<file path="src/rtl/addsub_pkg.sv">
// Shared constants and the per-stage pipeline record for the pipelined add/subtract unit.
package addsub_pkg;

  localparam logic OP_ADD = 1'b0;
  localparam logic OP_SUB = 1'b1;

  localparam int FLAG_C = 0;
  localparam int FLAG_V = 1;
  localparam int FLAG_Z = 2;
  localparam int FLAG_N = 3;
  localparam int FLAG_W = 4;

  // Record is sized for the widest supported tag; narrower tags are zero-extended.
  localparam int TAG_MAX_W = 16;

  typedef struct packed {
    logic                 valid;
    logic                 op;
    logic                 sat;
    logic [TAG_MAX_W-1:0] tag;
    logic                 carry;
  } pipe_rec_t;

endpackage

</file>
<file path="src/rtl/pipelined_addsub_seg.sv">
// One SEG-bit slice of the carry chain: combinational segment adder plus its stage register.
module addsub_seg
  import addsub_pkg::*;
#(
  parameter int SEG = 8
) (
  input  logic           clk,
  input  logic           rst_n,
  input  logic           en,
  input  logic [SEG-1:0] a,
  input  logic [SEG-1:0] b,
  input  logic           cin,
  output logic [SEG-1:0] sum,
  output logic           cout,
  output logic [SEG-1:0] sum_q
);

  assign {cout, sum} = {1'b0, a} + {1'b0, b} + {{SEG{1'b0}}, cin};

  always_ff @(posedge clk or negedge rst_n) begin
    if (!rst_n) begin
      sum_q <= '0;
    end else if (en) begin
      sum_q <= sum;
    end
  end

endmodule

</file>
<file path="src/rtl/pipelined_addsub.sv">
// Pipelined WIDTH-bit add/subtract split into STAGES carry-chain segments with valid/ready flow.
// Optional signed saturation is compiled in when ADDSUB_SAT_EN is defined.
module pipelined_addsub
  import addsub_pkg::*;
#(
  parameter int WIDTH  = 32,
  parameter int STAGES = 4,
  parameter int TAG_W  = 5
) (
  input  logic             clk,
  input  logic             rst_n,
  input  logic             in_valid,
  output logic             in_ready,
  input  logic             op,
  input  logic             sat,
  input  logic [WIDTH-1:0] a,
  input  logic [WIDTH-1:0] b,
  input  logic [TAG_W-1:0] tag_in,
  output logic             out_valid,
  input  logic             out_ready,
  output logic [WIDTH-1:0] result,
  output logic             carry,
  output logic             overflow,
  output logic             zero,
  output logic             negative,
  output logic [TAG_W-1:0] tag_out
);

  localparam int SEG  = WIDTH / STAGES;
  localparam int LAST = STAGES - 1;

  if (STAGES < 1 || STAGES > WIDTH) begin : g_bad_stages
    $fatal(1, "pipelined_addsub: STAGES must be in 1..WIDTH");
  end
  if (WIDTH % STAGES != 0) begin : g_bad_width
    $fatal(1, "pipelined_addsub: WIDTH must be a multiple of STAGES");
  end
  if (TAG_W < 1 || TAG_W > TAG_MAX_W) begin : g_bad_tag
    $fatal(1, "pipelined_addsub: TAG_W out of range");
  end

  logic advance;

  assign advance  = !out_valid || out_ready;
  assign in_ready = advance;

  // Operands travel right-shifted so the segment for the current stage is always in the low SEG bits.
  for (genvar k = 0; k < STAGES; k++) begin : g_st
    logic [WIDTH-1:0] a_in;
    logic [WIDTH-1:0] bx_in;
    logic [WIDTH-1:0] lo_in;
    logic [WIDTH-1:0] lo_q;
    pipe_rec_t        rec_in;
    pipe_rec_t        rec_nxt;
    pipe_rec_t        rec_q;
    logic [SEG-1:0]   sum_d;
    logic [SEG-1:0]   sum_q;
    logic             cout;

    if (k == 0) begin : g_head
      assign a_in   = a;
      assign bx_in  = (op == OP_ADD) ? b : ~b;
      assign lo_in  = '0;
      assign rec_in = '{valid: in_valid, op: op, sat: sat,
                        tag: TAG_MAX_W'(tag_in), carry: (op == OP_SUB)};
    end else begin : g_body
      assign a_in   = g_st[k-1].g_fwd.a_q;
      assign bx_in  = g_st[k-1].g_fwd.bx_q;
      assign lo_in  = g_st[k-1].lo_q | (WIDTH'(g_st[k-1].sum_q) << ((k - 1) * SEG));
      assign rec_in = g_st[k-1].rec_q;
    end

    addsub_seg #(
      .SEG (SEG)
    ) u_seg (
      .clk   (clk),
      .rst_n (rst_n),
      .en    (advance),
      .a     (a_in[SEG-1:0]),
      .b     (bx_in[SEG-1:0]),
      .cin   (rec_in.carry),
      .sum   (sum_d),
      .cout  (cout),
      .sum_q (sum_q)
    );

    assign rec_nxt = '{valid: rec_in.valid, op: rec_in.op, sat: rec_in.sat,
                       tag: rec_in.tag, carry: cout};

    always_ff @(posedge clk or negedge rst_n) begin
      if (!rst_n) begin
        rec_q <= '0;
        lo_q  <= '0;
      end else if (advance) begin
        rec_q <= rec_nxt;
        lo_q  <= lo_in;
      end
    end

    if (k < LAST) begin : g_fwd
      logic [WIDTH-1:0] a_q;
      logic [WIDTH-1:0] bx_q;
      logic             unused_sum;

      assign unused_sum = ^sum_d;

      always_ff @(posedge clk or negedge rst_n) begin
        if (!rst_n) begin
          a_q  <= '0;
          bx_q <= '0;
        end else if (advance) begin
          a_q  <= a_in >> SEG;
          bx_q <= bx_in >> SEG;
        end
      end
    end
  end

  logic [WIDTH-1:0]  raw_d;
  logic [WIDTH-1:0]  raw_q;
  logic [WIDTH-1:0]  clamp;
  logic              a_msb;
  logic              b_msb;
  logic              ovf_d;
  logic              sat_hit;
  logic              sat_hit_q;
  logic [FLAG_W-1:0] flags_d;
  logic [FLAG_W-1:0] flags_q;
  logic              unused_last;

  assign a_msb = g_st[LAST].a_in[SEG-1];
  assign b_msb = g_st[LAST].bx_in[SEG-1];
  assign raw_d = g_st[LAST].lo_in | (WIDTH'(g_st[LAST].sum_d) << (LAST * SEG));
  assign ovf_d = (a_msb == b_msb) && (raw_d[WIDTH-1] != a_msb);

`ifdef ADDSUB_SAT_EN
  assign sat_hit = g_st[LAST].rec_in.sat && ovf_d;
`else
  assign sat_hit = 1'b0;
`endif

  // Carry and overflow describe the raw operation; zero and negative describe what is emitted.
  always_comb begin
    flags_d         = '0;
    flags_d[FLAG_C] = g_st[LAST].cout;
    flags_d[FLAG_V] = ovf_d;
    flags_d[FLAG_Z] = !sat_hit && (raw_d == '0);
    flags_d[FLAG_N] = sat_hit ? a_msb : raw_d[WIDTH-1];
  end

  always_ff @(posedge clk or negedge rst_n) begin
    if (!rst_n) begin
      flags_q   <= '0;
      sat_hit_q <= 1'b0;
    end else if (advance) begin
      flags_q   <= flags_d;
      sat_hit_q <= sat_hit;
    end
  end

  assign raw_q = g_st[LAST].lo_q | (WIDTH'(g_st[LAST].sum_q) << (LAST * SEG));
  assign clamp = {flags_q[FLAG_N], {(WIDTH-1){!flags_q[FLAG_N]}}};

  assign result    = sat_hit_q ? clamp : raw_q;
  assign out_valid = g_st[LAST].rec_q.valid;
  assign tag_out   = g_st[LAST].rec_q.tag[TAG_W-1:0];
  assign carry     = flags_q[FLAG_C];
  assign overflow  = flags_q[FLAG_V];
  assign zero      = flags_q[FLAG_Z];
  assign negative  = flags_q[FLAG_N];

  assign unused_last = ^{g_st[LAST].a_in, g_st[LAST].bx_in, g_st[LAST].rec_in, g_st[LAST].rec_q};

endmodule
</file>
<file path="config.mk">
export PLATFORM = sky130hd
export DESIGN_NAME = pipelined_addsub
export DESIGN_NICKNAME = d
export VERILOG_FILES = /design/src/rtl/addsub_pkg.sv /design/src/rtl/pipelined_addsub_seg.sv /design/src/rtl/pipelined_addsub.sv
export SDC_FILE = /design/constraint.sdc
export NUM_CORES = 1
export LEC_CHECK = 0
export CORE_ASPECT_RATIO = 1.75
export CORE_UTILIZATION = 45
export CTS_BUF_LIST = sky130_fd_sc_hd__clkbuf_16
export DETAILED_ROUTE_END_ITERATION = 16
export PLACE_DENSITY = 0.7
export REMOVE_ABC_BUFFERS = 1
export SYNTH_ARGS = -nofsm -noshare
export SYNTH_HDL_FRONTEND = slang
export SYNTH_SLANG_ARGS = --single-unit
</file>
<file path="constraint.sdc">
create_clock -name clk -period 2.3 [get_ports clk]
set_input_delay 0.345 -clock clk [delete_from_list [all_inputs] [get_ports clk]]
set_output_delay 0.345 -clock clk [all_outputs]
set_load 0.02 [all_outputs]
</file>
==> results of run 1 <==
==> report_power, final <==
| group | internal [mW] | switching (mW) | leakage (nW) |
|---|---|---|---|
| Sequential | 5.22 | 0.938 | 2.49 |
| Clock | 1.78 | 1.36 | 0.323 |
| Combinational | 2.67 | 3.34 | 2.75 |
==> stage by stage <==
step | TNS (ns) | power (mW) | utilization
finish | 0 | 15.31 | 0.5716
global route | -0.07325 | 16.57 | 0.5716
CTS | 0 | 15.52 | 0.5714
detailed placement | -1.490 | 12.26 | 0.5379
global placement | -1.121 | 12.05 | 0.5379
floorplan | -2061.67 | 9.260 | -
==> state kept, by name, indices dropped and copies added, names as in the netlist <==
register and flops:
g_st.g_fwd.a_q 48, g_st.g_fwd.bx_q 48, g_st.lo_q 48, g_st.u_seg.sum_q 31, g_st.rec_q 21, tag_out 5
flags_q 4, out_valid 1
==> cells in the final DEF, fill, tap and decap left out, types with 3 or more instances in the layout <==
master / n
nor2b_1: 3
nand3_1: 5
nor4_1: 5
o21a_1: 7
buf_12: 6
clkdlybuf4s50_1: 114
clkinv_1: 3
nand2_1: 487
nor2_1: 27
xnor2_1: 36
a21oi_1: 14
dfrtp_1: 206
clkinv_2: 5
a211oi_1: 3
ha_1: 28
fa_1: 5
o31ai_1: 10
inv_1: 21
xor2_1: 11
nor3_1: 10
a21o_1: 4
o21bai_1: 6
o21ai_0: 44
clkbuf_16: 21
o21ai_1: 4
buf_4: 17
==> worst register-to-register path: stages, from the launching register on <==
cell and delay [ns]:
dfrtp_1 0.40, fa_2 0.41, fa_2 0.38, a211oi_2 0.27, o21bai_1 0.12, a21oi_2 0.17
xnor2_1 0.15, nor3_1 0.06, a22o_1 0.19
==> area by class of cell <==
cell class,instances,area share
Clock buffer,21,0.04637
Clock inverter,15,0.009275
Inverter,19,0.006735
Multi-Input combinational cell,738,0.3306
Sequential cell,206,0.4549
Tap cell,245,0.02705
Timing Repair Buffer,140,0.1251
==> logic make-up (layout without fill, tap and decap cells) <==
| logic type | after synthesis | count (layout) |
|---|---|---|
| mux | 2 | 2 |
| compound gates | 107 | 107 |
| fa+ha+maj | 35 | 35 |
| flops | 206 | 206 |
| buf+inv | 69 | 195 |
| simple gates | 547 | 547 |
| xor+xnor | 47 | 47 |
==> path summary, 6_finish.rpt <==
| path | start | to | slack (ns) | cells past startpoint |
|---|---|---|---|---|
| setup / recovery | g_st[2].g_fwd.a_q[0] | flags_q[2] | 0.03 | 8 |
| hold / removal | rst_n | g_st[0].g_fwd.a_q[7] | 0.38 | 2 |
| setup reg to reg | g_st[2].g_fwd.a_q[0] | flags_q[2] | 0.03 | 8 |
| hold reg to reg | g_st[1].rec_q[2] | g_st[2].rec_q[2] | 0.46 | 2 |
| max in group asynchronous | rst_n | g_st[2].g_fwd.a_q[6] | 1.23 | 3 |
| min in group clk | a[31] | g_st[0].g_fwd.a_q[23] | 0.38 | 3 |
==> metal layers <==
layer,GRT usage,wire length (um)
met5,0,0
met3,0.02085,488
met1,0.2255,7572
met2,0.3396,10020
met4,0.05692,371
==> timing repair <==
item                       4_1_cts  5_1_grt
hold buffers                     1        0
hold endpoints to repair        47        0
pin swaps                        2        3
setup endpoints to repair        3        5
gates resized for setup          6        2
==> summary.txt, run 1 <==
Worst VDD drop: 0.0008813 V
Min Tclk post-route: 2.267 ns
Top post-synthesis cells by area: dfrtp_1, nand2_1, ha_1
Core Box Area: 19,820 um^2
GRT Total Usage: 0.1861
DRC Markers: 0
CP max stage delay: 0.41 ns
CP Class: flop to flop
Worst path top cell family by delay: adder cells
Buffer depth of the longest clock path: 3
Final Cell Area: 11,330 um^2
Layout cells sized above 1: 0.06058
Reg area: 5155 um^2
Root Buffer: clkbuf_16
Sequential share of the synthesized area: 0.5645
CP max FO: 2
Final Hold Viols: 0
Largest family of logic cells by synthesized area: simple AND/OR/NAND/NOR gates
DRT Wirelength: 18,450 um
Tightest Pin Transition: 0.4268 ns
Mapped Area: 9131 um^2
IO Count: 118
Vias in the first global route: 6,483
Worst rel slew slack: 0.7129
CP Capture Type: flop
Worst Setup Start Kind: flop
Synth Area in XOR/XNOR: 0.04508
Multiplexer share of the synthesized area: 0.002878
Synth unique cells: 43
EDFF count, synth: 0
Cell taking the most area after synthesis: dfrtp_1
Post-Synth Simple-Gate Area: 0.2323
Post-CTS setup repair buffer count: 0
Synth top area share: 0.5645
H-Tree Depth: 1
Worst EP required: 2.68 ns
Number of antenna violations at the first check in global routing: 0
Critical Path AT: 2.65 ns
WP buf/inv: 0
Synth Warn #: 0
Largest net degree at the start of global routing: 90
Clock Latency Late Sink: 0.49 ns
Pre-CTS setup slack: -0.3659 ns
Power Density: 1351 nW/um^2
RSZ-0062 raised after global routing: yes
Via count: 6,684
N_diodes: 0
Synthesized area per cell: 9.014 um^2
Worst Skew: 0.01010 ns
Area occupied by multi-input gates: 3746 um^2
Compound-gate portion of the synthesized area: 0.07235
Placed inst area: 10,660 um^2
FMAX: 441.2 MHz
DR WL/cell: 13.33 um
Leakage: 5.565 nW
Initial DRC Count: 334
Cell Count, Final, Fillers Out: 1,384
Placer Congestion: 0.7632
Mapped Cells: 1,013
HP Class: input port to async pin
Most frequent CP cell: fa_2
FP Rows: 68
CTS tree: built
#FFs+latches synth: 206
Layout Area Growth over Synthesis: 24.10%
Critical path, cell by cell: fa_2 > fa_2 > a211oi_2 > o21bai_1 > a21oi_2 > xnor2_1 > nor3_1 > a22o_1
Pre-Repair DR Iteration Count: 5
Status: finished, final reports clean
Top_reg_cell synth: dfrtp_1
Net total in the final layout: 1,235
DP Cell Count: 1,347
Setup violators final: 0
Antenna-violating nets left: 0
Slowest stage cell, crit path: fa_2
Congestion Overflow GR: 0
Global-route wire length before repair: 30,770 um
Port Buf Inserts: 116
DIE AREA: 20,890 um^2
Hold WS: 0.3783 ns
# clock sinks: 206
Ys async rst share: 1.000
FILL cells: 1,857
Max-cap violations: 0
Most frequent cells after synthesis: nand2_1, dfrtp_1, clkbuf_1, o21ai_0, xnor2_1
Detailed Place HPWL: 12,820 um
Die width: 109.7 um
Most frequent cell after synthesis: nand2_1
Adder-cell share of the synthesized area: 0.05371
Tcrit/Tclk final: 0.9856
Die height: 190.4 um
Worst-path clk slew: 0.07 ns
Final Max Tran Viols: 0
Setup WS post-layout: 0.03323 ns
Cts bufs inserted: 20
Initial cell density of the core: 0.4606
Via density: 4.829
No activity file was read; power rests on OpenSTA's default activity.
==> run 2: changes to the inputs <==
DONT_BUFFER_PORTS = 1   (was default)
MAX_ROUTING_LAYER = met4   (was default)
PLACE_DENSITY = default   (was 0.7)
SLEW_MARGIN = 0   (was default)
==> run 2 against run 1 <==
Net effect:
- the run now ends with negative hold slack left
- power fell by 5.4%
- via count is 5.4% lower
- cell area shrank 8.8%
- routed wire length fell by 0.93%
- critical path type unchanged
==> summary.txt, run 2 (synthesized netlist as in run 1, its figures left out) <==
Layout Utilization: 0.5215 (was 0.5716)
Number of antenna violations at the first check in global routing: 0 (unchanged)
Overall power: 14.49 mW (was 15.31 mW)
Buffer depth of the longest clock path: 3 (unchanged)
HP Class: input port to async pin (unchanged)
Die height: 190.4 um (unchanged)
Pre-CTS setup slack: -0.2311 ns (was -0.3659 ns)
CP max stage delay: 0.41 ns (about the same)
CP Capture Type: flop (unchanged)
Leakage: 5.167 nW (was 5.565 nW)
# clock sinks: 206 (unchanged)
Port Buf Inserts: 0 (was 116)
CP Class: flop to flop (unchanged)
Final Max Tran Viols: 0 (unchanged)
Tightest Pin Transition: 0.6072 ns (was 0.4268 ns)
Layout Area Growth over Synthesis: 13.22% (was 24.10%)
Slowest stage cell, crit path: fa_2 (unchanged)
N_diodes: 0 (unchanged)
Net total in the final layout: 1,134 (was 1,235)
Hold WS: -0.4695 ns (was 0.3783 ns)
Initial DRC Count: 410 (was 334)
DIE AREA: 20,890 um^2 (unchanged)
Worst EP required: 2.67 ns (was 2.68 ns)
Max-cap violations: 0 (unchanged)
Clock Latency Late Sink: 0.50 ns (was 0.49 ns)
Placed inst area: 9365 um^2 (was 10,660 um^2)
Worst Skew: 0.02193 ns (was 0.01010 ns)
Initial cell density of the core: 0.4606 (unchanged)
Failing checks: negative hold slack
Min Tclk post-route: 2.290 ns (was 2.267 ns)
Final Hold Viols: 206 (was 0)
FMAX: 436.7 MHz (was 441.2 MHz)
Largest regs: g_st.g_fwd.a_q x48, g_st.g_fwd.bx_q x48, g_st.lo_q x48 (unchanged)
CTS tree: built (unchanged)
CTS Hold Bufs: 30 (was 1)
Status: finished with violations (was finished, final reports clean)
Root Buffer: clkbuf_16 (unchanged)
H-Tree Depth: 1 (unchanged)
DRT Wirelength: 18,280 um (was 18,450 um)
IO Count: 118 (unchanged)
RSZ-0062 raised after global routing: yes (unchanged)
DRC Markers: 0 (unchanged)
Via density: 4.928 (was 4.829)
Worst-path clk slew: 0.06 ns (was 0.07 ns)
Most frequent cells in the layout: nand2_1, dfrtp_1, o21ai_0 (was nand2_1, dfrtp_1, clkdlybuf4s50_1)
Vias in the first global route: 6,267 (was 6,483)
Tcrit/Tclk final: 0.9957 (was 0.9856)
Placer Congestion: 0.7846 (was 0.7632)
Reg area: 5155 um^2 (unchanged)
Largest net degree at the start of global routing: 207 (was 90)
Setup WS post-layout: 0.01000 ns (was 0.03323 ns)
Die width: 109.7 um (unchanged)
Layout cells sized above 1: 0.04913 (was 0.06058)
Most frequent CP cell: fa_2 (unchanged)
Core Box Area: 19,820 um^2 (unchanged)
Setup violators final: 0 (unchanged)
FILL cells: 1,940 (was 1,857)
Cts bufs inserted: 21 (was 20)
Critical path, cell by cell: fa_2 > fa_2 > a211oi_4 > o21bai_2 > a21oi_2 > xnor2_1 > nor3_2 > a22o_1 (was fa_2 > fa_2 > a211oi_2 > o21bai_1 > a21oi_2 > xnor2_1 > nor3_1 > a22o_1)
GRT Total Usage: 0.1879 (was 0.1861)
FP Rows: 68 (unchanged)
Final Cell Area: 10,340 um^2 (was 11,330 um^2)
Most common cell after layout, fill and taps aside: nand2_1 (unchanged)
Critical Path AT: 2.66 ns (was 2.65 ns)
Detailed Place HPWL: 11,430 um (was 12,820 um)
Power Density: 1402 nW/um^2 (was 1351 nW/um^2)
Worst Setup Start Kind: flop (unchanged)
Worst VDD drop: 0.001322 V (was 0.0008813 V)
Pre-Repair DR Iteration Count: 4 (was 5)
Congestion Overflow GR: 0 (unchanged)
Antenna-violating nets left: 0 (unchanged)
Via count: 6,323 (was 6,684)
Area occupied by multi-input gates: 3769 um^2 (was 3746 um^2)
Global-route wire length before repair: 30,500 um (was 30,770 um)
CP max FO: 2 (unchanged)
Worst rel slew slack: 0.5952 (was 0.7129)
DR WL/cell: 14.25 um (was 13.33 um)
-- run 2: worst paths after layout --
path                       depth (start not counted)                     end                    from  slack, ns
min reg2reg                                        2         g_st[1].lo_q[1]  g_st[0].u_seg.sum_q[1]       0.46
min                                                0              tag_out[4]                   rst_n      -0.47
max reg2reg                                        8              flags_q[2]    g_st[2].g_fwd.a_q[0]       0.01
max in group asynchronous                          0         g_st[3].lo_q[1]                   rst_n       2.43
min in group clk                                   2  g_st[0].g_fwd.bx_q[19]                   b[27]       0.03
max                                                8              flags_q[2]    g_st[2].g_fwd.a_q[0]       0.01
-- run 2: metrics by stage --
stage	cells	setup TNS [ns]
after CTS	1283	-0.03677
after detailed placement	1216	-0.5132
after floorplan	963	-2061.67
final	1283	0
after global routing	1283	-0.06864
after global placement	1216	-0.5135
-- run 2: layout make-up --
cell class | instances | share of cell area
Clock inverter | 16 | 0.009319
Multi-Input combinational cell | 738 | 0.3645
Timing Repair Buffer | 38 | 0.03969
Sequential cell | 206 | 0.4986
Tap cell | 245 | 0.02965
Inverter | 19 | 0.007382
Clock buffer | 21 | 0.05083
-- run 2: power breakdown --
| group | total (mW) | leakage (nW) | switching [mW] | internal [mW] |
|---|---|---|---|---|
| Combinational | 4.68 | 2.35 | 2.67 | 2.01 |
| Sequential | 6.66 | 2.49 | 1.44 | 5.22 |
| Clock | 3.15 | 0.330 | 1.39 | 1.77 |
| Total | 14.5 | 5.17 | 5.49 | 9.00 |
-- run 2: timing repair --
| item | 4_1_cts | 5_1_grt |
|---|---|---|
| hold endpoints to repair | 236 | 206 |
| pin swaps | 5 | 3 |
| gates resized for setup | 6 | 7 |
| endpoints found under the setup margin | 3 | 7 |
| buffers inserted | 0 | 0 |
| cloned | 0 | 0 |
-- run 2: critical path, delay by kind of cell, from the launching register on --
kind	cells	cell delay, ns
xor gates and xnor gates	1	0.16
DFF	1	0.40
adders and majority gates	2	0.80
and+or+nand+nor	1	0.07
AOI/OAI and AO/OA	4	0.75
-- run 2: metal layers --
| metal | global-route usage | wire length [um] | up-vias |
|---|---|---|---|
| met4 | 0.04462 | 278 | 0 |
| met2 | 0.3205 | 9355 | 110 |
| met1 | 0.2327 | 7825 | 2960 |
| met3 | 0.02768 | 823 | 26 |
| li1 | - | - | 3227 |
| met5 | - | 0 | - |
==> RTL change: new RTL, flow settings as in run 1 <==
Make the reset (`rst_n`) synchronous in 4 clocked blocks.
--- a/src/rtl/pipelined_addsub_seg.sv
+++ b/src/rtl/pipelined_addsub_seg.sv
@@ -18,5 +18,5 @@
   assign {cout, sum} = {1'b0, a} + {1'b0, b} + {{SEG{1'b0}}, cin};
 
-  always_ff @(posedge clk or negedge rst_n) begin
+  always_ff @(posedge clk) begin
     if (!rst_n) begin
       sum_q <= '0;
--- a/src/rtl/pipelined_addsub.sv
+++ b/src/rtl/pipelined_addsub.sv
@@ -88,5 +88,5 @@
                        tag: rec_in.tag, carry: cout};
 
-    always_ff @(posedge clk or negedge rst_n) begin
+    always_ff @(posedge clk) begin
       if (!rst_n) begin
         rec_q <= '0;
@@ -105,5 +105,5 @@
       assign unused_sum = ^sum_d;
 
-      always_ff @(posedge clk or negedge rst_n) begin
+      always_ff @(posedge clk) begin
         if (!rst_n) begin
           a_q  <= '0;
@@ -149,5 +149,5 @@
   end
 
-  always_ff @(posedge clk or negedge rst_n) begin
+  always_ff @(posedge clk) begin
     if (!rst_n) begin
       flags_q   <= '0;
Function: differs if rst_n is asserted again (counterexample within 4 cycles, from zero or initial values and one cycle with rst_n low); with rst_n held inactive, the same outputs for 10 cycles.
==> RTL change against run 1 <==
  * The run now ends with negative setup slack left
  * Sequential cell count stayed put
  * Cell area is 0.60% lower
  * Critical path depth is 1 higher
  * Die area is 1.1% lower
  * Area after synthesis is 1.2% lower
  * Worst hold slack worse by 0.052 ns
  * Wire length is 3.9% higher
  * Worst setup slack worse by 0.50 ns
  * Count of clock-buffer cells in the layout stayed put
  * Synthesized cell count is 4.0% higher
  * Critical path type unchanged
Power is not compared: it rests on default switching activity, and its combinational part moved more than twofold at a synthesized area within 25%.
==> RTL change: results (changes against run 1) <==
- Result of the run: finished with violations
- Failing checks: negative setup slack
- Post-layout net count: 1,268 (+2.7%)
- Drt pass-1 iters: 4 (-1)
- Slowest stage cell on the critical path: sky130_fd_sc_hd__or4_1
- Met3 capacity usage during global routing: 0.02169 (+0.0008392)
- Met3 wire length: 602 um (+23%)
- Startpoint of the most critical register-to-register path: g_st[2].g_fwd.a_q[0]
- Aggregate routed wire length: 19,180 um (+3.9%)
- Slew headroom: 0.6298 (-0.08308)
- Total met2 wirelength after detailed routing: 9836 um (-1.9%)
- Sum of net half-perimeters after detailed placement: 12,850 um (+0.27%)
- Fraction of layout cells with a size suffix above 1: 0.07265 (+0.01207)
- Worst setup skew after layout: 0.007118 ns (-0.002984 ns)
- Clock buf/inv share: 0.05409 (-0.001555)
- Maximum fanout count along the critical path: 2 (unchanged)
- M2 GR Usage: 0.3396 (unchanged)
- Netlist cell types: 42 (-2.3%)
- Via count of the first global-routing pass: 6,901 (+6.4%)
- Count of multi-input combinational gates: 756 (+2.4%)
- Post-synthesis async set-or-reset flop share: 0 (-1.000)
- Highest signal layer in the routed design: met4
- Non-clock buffers, area share: 0.1385 (+0.01341)
- Yosys synthesis warning count: 0 (unchanged)
- Most frequent cells after synthesis: sky130_fd_sc_hd__nand2_1, sky130_fd_sc_hd__dfxtp_1, sky130_fd_sc_hd__a21boi_0
- Total routing resource utilization after global routing: 0.1902 (+0.004115)
- Multi-input gate share of the layout cell area: 0.4081 (+0.07751)
- Met1 usage in global routing: 0.2275 (+0.002042)
- Sequential standard cell area: 4126 sq um (-20%)
- Sequential element share of the synthesized area: 0.4570 (-0.1076)
- Total vias in the final route: 7,256 (+8.6%)
- Largest stage delay, worst path: 0.52 ns (+0.11 ns)
- Prevailing post-synth register cell: sky130_fd_sc_hd__dfxtp_1
- Final-layout fill cell count: 1,778 (-4.3%)
- Count of non-CTS inverters in the layout: 16 (-3)
- Leakage power: 0.004627 uW
- Mean area per synthesized cell: 8.563 sq um (-5.0%)
- Minimum setup slack in the final design: -0.4646 ns (-0.4978 ns)
- Clock buf count: 21 (unchanged)
- Endpoints failing setup: 3 (+3)
- Top cells by area, synth: sky130_fd_sc_hd__dfxtp_1, sky130_fd_sc_hd__nand2_1, sky130_fd_sc_hd__a21boi_0
- Antenna fix cells: 0 (unchanged)
- First-pass GRT wire length: 32,160 um (+4.5%)
- Arrival time of data at the critical path endpoint: 3.19 ns (+0.54 ns)
- Nonclk buf count: 158 (+13%)
- Detailed-route wire length on metal 1: 8145 um (+7.6%)
- Worst r2r path cells: 9 (+1)
- Gp weighted congestion: 0.7688 (+0.73%)
- Maximum ir drop on the vdd rail: 0.6866 mV
- Destination of the critical timing path: flags_q[2]
- Number of standard cells in the layout, taps in and fillers out: 1,415 (+2.2%)
- Largest net degree at the start of global routing: 107 (+19%)
- Number of violations reported at the end of detailed-routing iteration 0: 268 (-20%)
- Sequential cell count of the final layout: 206 (unchanged)
- Hold Crit Class: in -> reg
- Cts bufs inserted: 20 (unchanged)
## RTL change: report_power, final
group	switching [uW]	internal, uW
Combinational	459	534
Clock	1320	1760
Sequential	128	3790
## RTL change: per-stage QoR
stage          area, sq um  setup TNS (ns)  worst slack [ns]
2_1_floorplan         8736        -2468.85            -12.64
3_3_place_gp         10560          -1.541           -0.5768
3_5_place_dp         10560          -1.786           -0.6083
4_1_cts              11220         -0.8394           -0.4411
5_1_grt              11260          -1.241           -0.5216
6_report             11260          -1.014           -0.4646
## RTL change: kinds of logic after synthesis
group | share of synthesized area
flip-flops | 0.4570
adder cells (fa/ha/maj) | 0.05435
multiplexers | 0.001248
buffers and inverters | 0.03868
AO/OA/AOI/OAI | 0.2121
AND/OR/NAND/NOR | 0.1891
XOR/XNOR | 0.04755
## RTL change: how the worst min path moves through the flow
stage	slack, ns	cells past startpoint	to
after floorplan	0.44	1	out_valid
after global placement	0.45	2	g_st[2].lo_q[13]
after detailed placement	0.45	2	g_st[1].g_fwd.a_q[0]
after CTS	0.32	2	g_st[3].u_seg.sum_q[2]
after global routing	0.34	2	g_st[3].u_seg.sum_q[2]
final	0.33	2	g_st[3].u_seg.sum_q[2]
## RTL change: timing repair
action	4_1_cts	5_1_grt
setup buffers	5	2
endpoints found under the hold margin	0	0
resized for setup	8	8
gates cloned	0	0
setup endpoints to repair	3	5
pin swaps	7	10
## RTL change: critical path, delay by kind of cell, from the launching register on
family                   cells  cell delay, ns
AO/OA/AOI/OAI                4            0.86
adder cells (fa/ha/maj)      2            0.78
XOR/XNOR                     1            0.08
flip-flops                   1            0.33
AND/OR/NAND/NOR              1            0.52
buffers and inverters        1            0.13
